--- config.mk ---
export PLATFORM = sky130hd
export DESIGN_NAME = audio_decimator
export DESIGN_NICKNAME = d
export VERILOG_FILES = /design/src/rtl/audio_decimator.sv
export SDC_FILE = /design/constraint.sdc
export NUM_CORES = 1
export LEC_CHECK = 0
export CAP_MARGIN = 25
export CORE_ASPECT_RATIO = 1.75
export CORE_MARGIN = 2
export CORE_UTILIZATION = 45
export CTS_CLUSTER_SIZE = 10
export DETAILED_ROUTE_END_ITERATION = 6
export GPL_TIMING_DRIVEN = 0
export HOLD_SLACK_MARGIN = 0.06
export PLACE_DENSITY = 0.76
export SLEW_MARGIN = 10
export SYNTH_ARGS = -nofsm -noshare
export SYNTH_HDL_FRONTEND = slang
export SYNTH_SLANG_ARGS = --single-unit
--- constraint.sdc ---
create_clock -name clk -period 2.5 [get_ports clk]
set_input_delay 0.75 -clock clk [delete_from_list [all_inputs] [get_ports clk]]
set_output_delay 0.75 -clock clk [all_outputs]
set_load 0.05 [all_outputs]
--- src/rtl/audio_decimator.sv ---
// audio_decimator
//   Box-car decimator for the APU mix. Each window of 2^LOG2_DECIM qualified
//   input samples is averaged, attenuated by a right shift, and optionally
//   passed through a first-order DC blocker. The result appears as a
//   registered output sample with a one-cycle update strobe.
//
//   Build option: define AUDIO_DECIMATOR_DC_BLOCK_EN to include the DC blocker.
//   Without it, no filter state exists, the output is the attenuated average,
//   and the silence / reset value is 0x0000. With it, the silence / reset
//   value is 0x8000, the mid-scale code.
//
// Parameters
//   LOG2_DECIM : log2 of the decimation ratio (1..8)
//   DC_SHIFT   : DC-blocker pole shift; the leak term is y_prev >>> DC_SHIFT
//
// Ports
//   clk        in   system clock (the only clock)
//   resetn     in   asynchronous active-low reset
//   in_valid   in   one-cycle strobe qualifying in_sample
//   in_sample  in   16-bit unsigned mix sample
//   vol        in   attenuation, right-shift count (0 = full scale)
//   mute       in   forces the silence value; internal state keeps advancing
//   out_sample out  16-bit unsigned output, held between updates
//   out_valid  out  one-cycle pulse when out_sample updates
//
// Timing: the in_valid that completes a window is accepted at edge N, the
// average is registered at that edge, and the output register loads at edge
// N+1, so out_valid is high during the second cycle after the strobe.

module audio_decimator #(
  parameter int LOG2_DECIM = 5,
  parameter int DC_SHIFT   = 10
) (
  input  logic        clk,
  input  logic        resetn,
  input  logic        in_valid,
  input  logic [15:0] in_sample,
  input  logic [2:0]  vol,
  input  logic        mute,
  output logic [15:0] out_sample,
  output logic        out_valid
);

  localparam int AW = 16 + LOG2_DECIM;

`ifdef AUDIO_DECIMATOR_DC_BLOCK_EN
  localparam logic [15:0] SILENCE = 16'h8000;
`else
  localparam logic [15:0] SILENCE = 16'h0000;
`endif

  // ---------------------------------------------------------------------
  // Stage 1: window accumulation
  // ---------------------------------------------------------------------
  logic [AW-1:0]         acc_q, acc_d;
  logic [LOG2_DECIM-1:0] cnt_q, cnt_d;
  logic [15:0]           avg_q, avg_d;
  logic                  avg_vld_q, avg_vld_d;
  logic [AW-1:0]         sum;

  // The window total of 2^LOG2_DECIM 16-bit samples always fits in AW bits.
  assign sum = acc_q + AW'(in_sample);

  always_comb begin
    acc_d     = acc_q;
    cnt_d     = cnt_q;
    avg_d     = avg_q;
    avg_vld_d = 1'b0;
    if (in_valid) begin
      if (cnt_q == '1) begin
        // Close the window and restart from zero in the same edge, so a
        // strobe in the very next cycle belongs to the new window.
        acc_d     = '0;
        cnt_d     = '0;
        avg_d     = sum[AW-1:LOG2_DECIM];
        avg_vld_d = 1'b1;
      end else begin
        acc_d = sum;
        cnt_d = cnt_q + 1'b1;
      end
    end
  end

  always_ff @(posedge clk or negedge resetn) begin
    if (!resetn) begin
      acc_q     <= '0;
      cnt_q     <= '0;
      avg_q     <= '0;
      avg_vld_q <= 1'b0;
    end else begin
      acc_q     <= acc_d;
      cnt_q     <= cnt_d;
      avg_q     <= avg_d;
      avg_vld_q <= avg_vld_d;
    end
  end

  // ---------------------------------------------------------------------
  // Stage 2: attenuation, optional DC blocker, output register
  // ---------------------------------------------------------------------
  logic [15:0] x;
  logic [15:0] out_sample_q, out_sample_d;
  logic        out_valid_q, out_valid_d;

  assign x = avg_q >> vol;

`ifdef AUDIO_DECIMATOR_DC_BLOCK_EN
  logic        [15:0] x_prev_q, x_prev_d;
  logic signed [15:0] y_prev_q, y_prev_d;
  logic signed [18:0] x_s, xp_s, yp_s, leak, y_wide;
  logic signed [15:0] y_sat;

  // 19 signed bits hold x - x_prev + y_prev - leak without overflow.
  assign x_s    = $signed({3'b000, x});
  assign xp_s   = $signed({3'b000, x_prev_q});
  assign yp_s   = {{3{y_prev_q[15]}}, y_prev_q};
  assign leak   = yp_s >>> DC_SHIFT;
  assign y_wide = x_s - xp_s + yp_s - leak;

  always_comb begin
    if (y_wide > 19'sd32767) begin
      y_sat = 16'sh7FFF;
    end else if (y_wide < -19'sd32768) begin
      y_sat = 16'sh8000;
    end else begin
      y_sat = y_wide[15:0];
    end
  end

  always_comb begin
    x_prev_d     = x_prev_q;
    y_prev_d     = y_prev_q;
    out_sample_d = out_sample_q;
    out_valid_d  = avg_vld_q;
    if (avg_vld_q) begin
      // Filter state advances even while muted.
      x_prev_d     = x;
      y_prev_d     = y_sat;
      // Adding 0x8000 to a 16-bit two's-complement value flips its MSB.
      out_sample_d = mute ? SILENCE : {~y_sat[15], y_sat[14:0]};
    end
  end

  always_ff @(posedge clk or negedge resetn) begin
    if (!resetn) begin
      x_prev_q <= '0;
      y_prev_q <= '0;
    end else begin
      x_prev_q <= x_prev_d;
      y_prev_q <= y_prev_d;
    end
  end
`else
  always_comb begin
    out_sample_d = out_sample_q;
    out_valid_d  = avg_vld_q;
    if (avg_vld_q) begin
      out_sample_d = mute ? SILENCE : x;
    end
  end
`endif

  always_ff @(posedge clk or negedge resetn) begin
    if (!resetn) begin
      out_sample_q <= SILENCE;
      out_valid_q  <= 1'b0;
    end else begin
      out_sample_q <= out_sample_d;
      out_valid_q  <= out_valid_d;
    end
  end

  assign out_sample = out_sample_q;
  assign out_valid  = out_valid_q;

endmodule

# [Word-level counts from Yosys, hierarchy flattened]
# Index checks and enable logic that the tools add are counted.
[classes] addsub=2 muxes=5 shift=1 eq_ne=1 n_reduce_logical=1
[ops] cell="$add 21x16->21" count=1
[ops] cell="$mux 21" count=1
[ops] cell="$mux 16" count=1
[ops] cell="$shr 16x3->16" count=1
[ops] cell="$add 5x1->5 const B" count=1
[ops] cell="$eq 5x5->1 const B" count=1
[ops] cell="$mux 5" count=1
[ops] cell="$mux 1" count=2
[ops] cell="$reduce_and 2->1" count=1
[word_totals] reg_bits=60 in_bits=23 elab_cells=16

# [Logic depth before layout (Yosys ltp)]
[logic_depth] ltp_word=3 mapped_depth=9 depth_no_buf=9

# [Worst setup path before layout]
# No wires, ideal clock.
[synth_path] kind="input -> register" startpoint="in in_sample[0]" endpoint="reg acc_q[8]" required_ps=2359 path_buffers=0 arrival_ps=2525 path_slack_ps=-166 path_stages=9 cell_sequence="ha_1 -> fa_1 -> a211oi_1 -> o21ai_0 -> and2_1 -> a21o_1 -> a21oi_1 -> xor2_1 -> o22ai_1"
[synth_between] elab_chain_cells=2
[synth_rtl] element="from (decl)" line="37" text="input logic [15:0] in_sample,"
[synth_rtl] element="$add 21x16->21" line="62" text="assign sum = acc_q + AW'(in_sample);"
[synth_rtl] element="$mux 21" line="70" text="if (cnt_q == '1) begin"
[synth_rtl] element="to (signal assigned)" line="86" text="acc_q <= '0;"
[synth_rtl] element="to (signal assigned)" line="91" text="acc_q <= acc_d;"
[synth_rtl] element="to (decl)" line="55" text="logic [AW-1:0] acc_q, acc_d;"
# Every way passes these cells.
# A chain may end at the register's enable or synchronous reset.

# [Worst setup path after layout]
[layout_path] startpoint="in in_sample[10]" endpoint="reg avg_q[6]"
[layout_between] elab_chain_cells=1
[layout_rtl] element="$add 21x16->21" line="62"
[layout_rtl] element="to (signal assigned)" line="93" text="avg_q <= avg_d;"
[layout_rtl] element="to (decl)" line="57" text="logic [15:0] avg_q, avg_d;"
# Every way passes these cells.

==> reports/metrics.csv <==
metric,value,unit
status,finished clean,
post-synth net total,413,
I/O pins,40,
CTS tree,done,
Die ar.,8660,um^2
dpl ws,-0.628,ns
Seq cells post-synth,60,
Tot GR Track Use,0.210,
core footprint,7620,um^2
H-tree levels,3,
WS Path Type,input pin to flip-flop,
Main synth FF type,dfrtp_1,
detailed placer's ending HPWL,5.82,mm
layout cell share with drive strength beyond 1,0.200,
met2 Resource Use GR,0.381,
Max-Cap Viols,0,
"CTS clk-pin slew, worst paths",0.05,ns
CTS sink count,60,
"Hold Violations, Final",0,
met1 Use GR,0.215,
Worst Hold Class,flip-flop to flip-flop,
setup ws final,0.0288,ns
CP required,2.71,ns
Gate Count Post-Synth,371,
Max Freq,405,MHz
WL per Instance,17.1,um
mapped cell area,3560,um^2
CP Data Arrival Time,2.68,ns
PortBufs,37,
Routed WL,8.95,mm
DR DRC count,0,
Adder-Cell Fraction of Synth Area,0.0690,
post-route cell area,4660,um^2
# setup viols final,0,
ys async rst share,1.00,
die width,71.2,um
sequential cell area fraction in the yosys report,0.422,
CTS max path bufs,2,
"EDFF count, synth",0,
Clock Tree Root,clkbuf_16,
Placed Cells,496,
area of the multi-input gates,2150,um^2
startpoint types,input pin,
FF-to-FF End,acc_q[8],
total design power,5950,uW
VDD IR max,0.842,mV
vias after detailed routing,3010,
FF-to-FF setup slack,0.20,ns
DRT iter0 DRCs,136,
first-pass GRT wire length,14.1,mm
"antenna viol nets, final",0,
diode count,0,
Hold WS,0.372,ns
worst-case reg-to-reg path depth,9,
CP endpoint kind,flip-flop,
vias per cell,5.74,
LEAKAGE,0.00208,uW
register area,1500,um^2
busiest grt layer,met2,
hold endpoint,out_valid,
hold_sp,avg_vld_q,
Yosys warnings,0,
Num CTS Buffers,9,
"Distinct cells, synth",44,
average size of a mapped cell,9.58,um^2
FP Rows,42,
worst hold path stage count,0,
effective utilization at floorplan,0.467,
Area Growth Syn to Fin,31.1,%
placed cell areas,4050,um^2
post-synthesis mux area share,0.0947,
Slew @ Worst Pin,0.762,ns
pin count of the biggest net entering global routing,61,
Post-Synth XOR/XNOR Area,0.0394,
later-pin clock latency in the skew report,0.33,ns
fraction of the mapped netlist area in compound gates,0.215,
total gr overflow,0,
Non-Filler Instances,524,
Synth Area in Simple Gates,0.107,
max-slew violation count,0,
Die Y,122,um
Clock Skew,0.00714,ns
initial antenna violation count,0,
reg-to-reg critical path startpoint,acc_q[0],
Slew HR,0.492,
Nets,473,
vias in the first global route,3050,
CTS Hold Buffers Added,0,
Tmin final,2.47,ns
CP max FO,7,
Final period util,0.988,
Layout fillers,620,
met3 usage,0.0521,
RePlAce Congestion,0.829,
largest family of logic cells by synthesized area,compound AO/OA/AOI/OAI gates,
PD cells,1280,nW/um^2
DR pass1 iterations,4,
metal layers:
metal,vias to the layer above,routed length (um)
li1,1451,-
met1,1448,3290
met2,78,4970
met3,33,283
met4,0,398
met5,-,0
stage by stage:
step | TNS [ns] | utilization
global placement | -81.98 | 0.532
CTS | 0 | 0.594
floorplan | 0 | -
finish | 0 | 0.612
global route | -0.0817 | 0.612
detailed placement | -13.81 | 0.531
final cells by class:
class	count	area share
Buffer	16	0.0140
Tap cell	88	0.0236
Multi-Input combinational cell	261	0.460
Timing Repair Buffer	49	0.0961
Sequential cell	60	0.322
Clock inverter	2	0.00215
Clock buffer	14	0.0545
Inverter	34	0.0274
worst max-delay path by stage:
stage | endpoint | startpoint
final | avg_q[6] | in_sample[10]
after floorplan | acc_q[8] | in_sample[0]
after CTS | avg_q[2] | in_sample[4]
after global placement | acc_q[8] | resetn
after detailed placement | acc_q[8] | in_sample[0]
after global routing | avg_q[15] | in_sample[3]
sequential cells by signal, indices dropped and copies added (netlist names):
register / flops
out_sample: 16
out_valid: 1
acc_q: 21
cnt_q: 5
avg_q: 16
avg_vld_q: 1
worst max-delay path: stages:
cell	delay, ns
dlygate4sd2_1	0.27
ha_4	0.28
and2_1	0.19
a221o_2	0.40
a31oi_4	0.24
buf_4	0.17
xnor2_1	0.10
mux2_2	0.28
Yosys cell counts (4+ instances only):
cell      instances  area, um^2
a211oi_1          7        52.6
a21o_1            6        45.0
a21oi_1          19        95.1
a31o_2            6        52.6
a31oi_1           4        25.0
and2_1            7        43.8
and3_1            5        31.3
clkbuf_1         11        41.3
dfrtp_1          60        1500
ha_1             18         225
inv_1            34         128
mux2_2            5        56.3
mux2i_1          19         190
mux4_2            4        90.1
nand2_1          32         120
nand2b_1          4        25.0
nand3_1           4        20.0
nor2_1           17        63.8
nor2b_1           5        31.3
o21a_1            4        30.0
o21ai_0          28         140
o22ai_1          27         169
xnor2_1           9        78.8
xor2_1            7        61.3
cells in the final DEF, fill, tap and decap left out, drive strengths merged, types with 2 or more instances in the layout:
| master | n |
|---|---|
| mux2 | 5 |
| nor3 | 2 |
| clkdlybuf4s50 | 24 |
| a21oi | 21 |
| nand3 | 4 |
| clkinv | 2 |
| clkbuf | 26 |
| or2 | 2 |
| a22o | 2 |
| xnor2 | 9 |
| inv | 34 |
| a31oi | 5 |
| dfrtp | 60 |
| dlygate4sd2 | 8 |
| ha | 18 |
| xor2 | 7 |
| mux2i | 19 |
| and3 | 5 |
| o22ai | 27 |
| o21a | 4 |
| o21ai | 31 |
| a31o | 6 |
| mux4 | 4 |
| nand2b | 4 |
| buf | 18 |
| a211oi | 7 |
| nand2 | 32 |
| and2 | 7 |
| a21o | 6 |
| nor2b | 5 |
| o31ai | 3 |
| nor2 | 17 |
| dlymetal6s2s | 2 |
cell families after synthesis:
logic type / after synthesis
buffers and inverters: 50
DFF: 60
adders and majority gates: 19
muxes: 28
AOI/OAI and AO/OA: 117
and+or+nand+nor: 81
xor gates and xnor gates: 16
where the power goes:
group / leakage, uW / switching (uW) / internal, uW
registers: 0.000705 / 299 / 1340
clock network: 0.000131 / 410 / 694
logic: 0.00125 / 1750 / 1450
timing repair:
action / in CTS / in global routing
endpoints found under the hold margin: 0 / 0
setup buffers: 7 / 5
resized for setup: 41 / 24
setup endpoints to repair: 28 / 27
pin swaps: 20 / 19
Note: power is estimated with default switching activity, not from simulation.
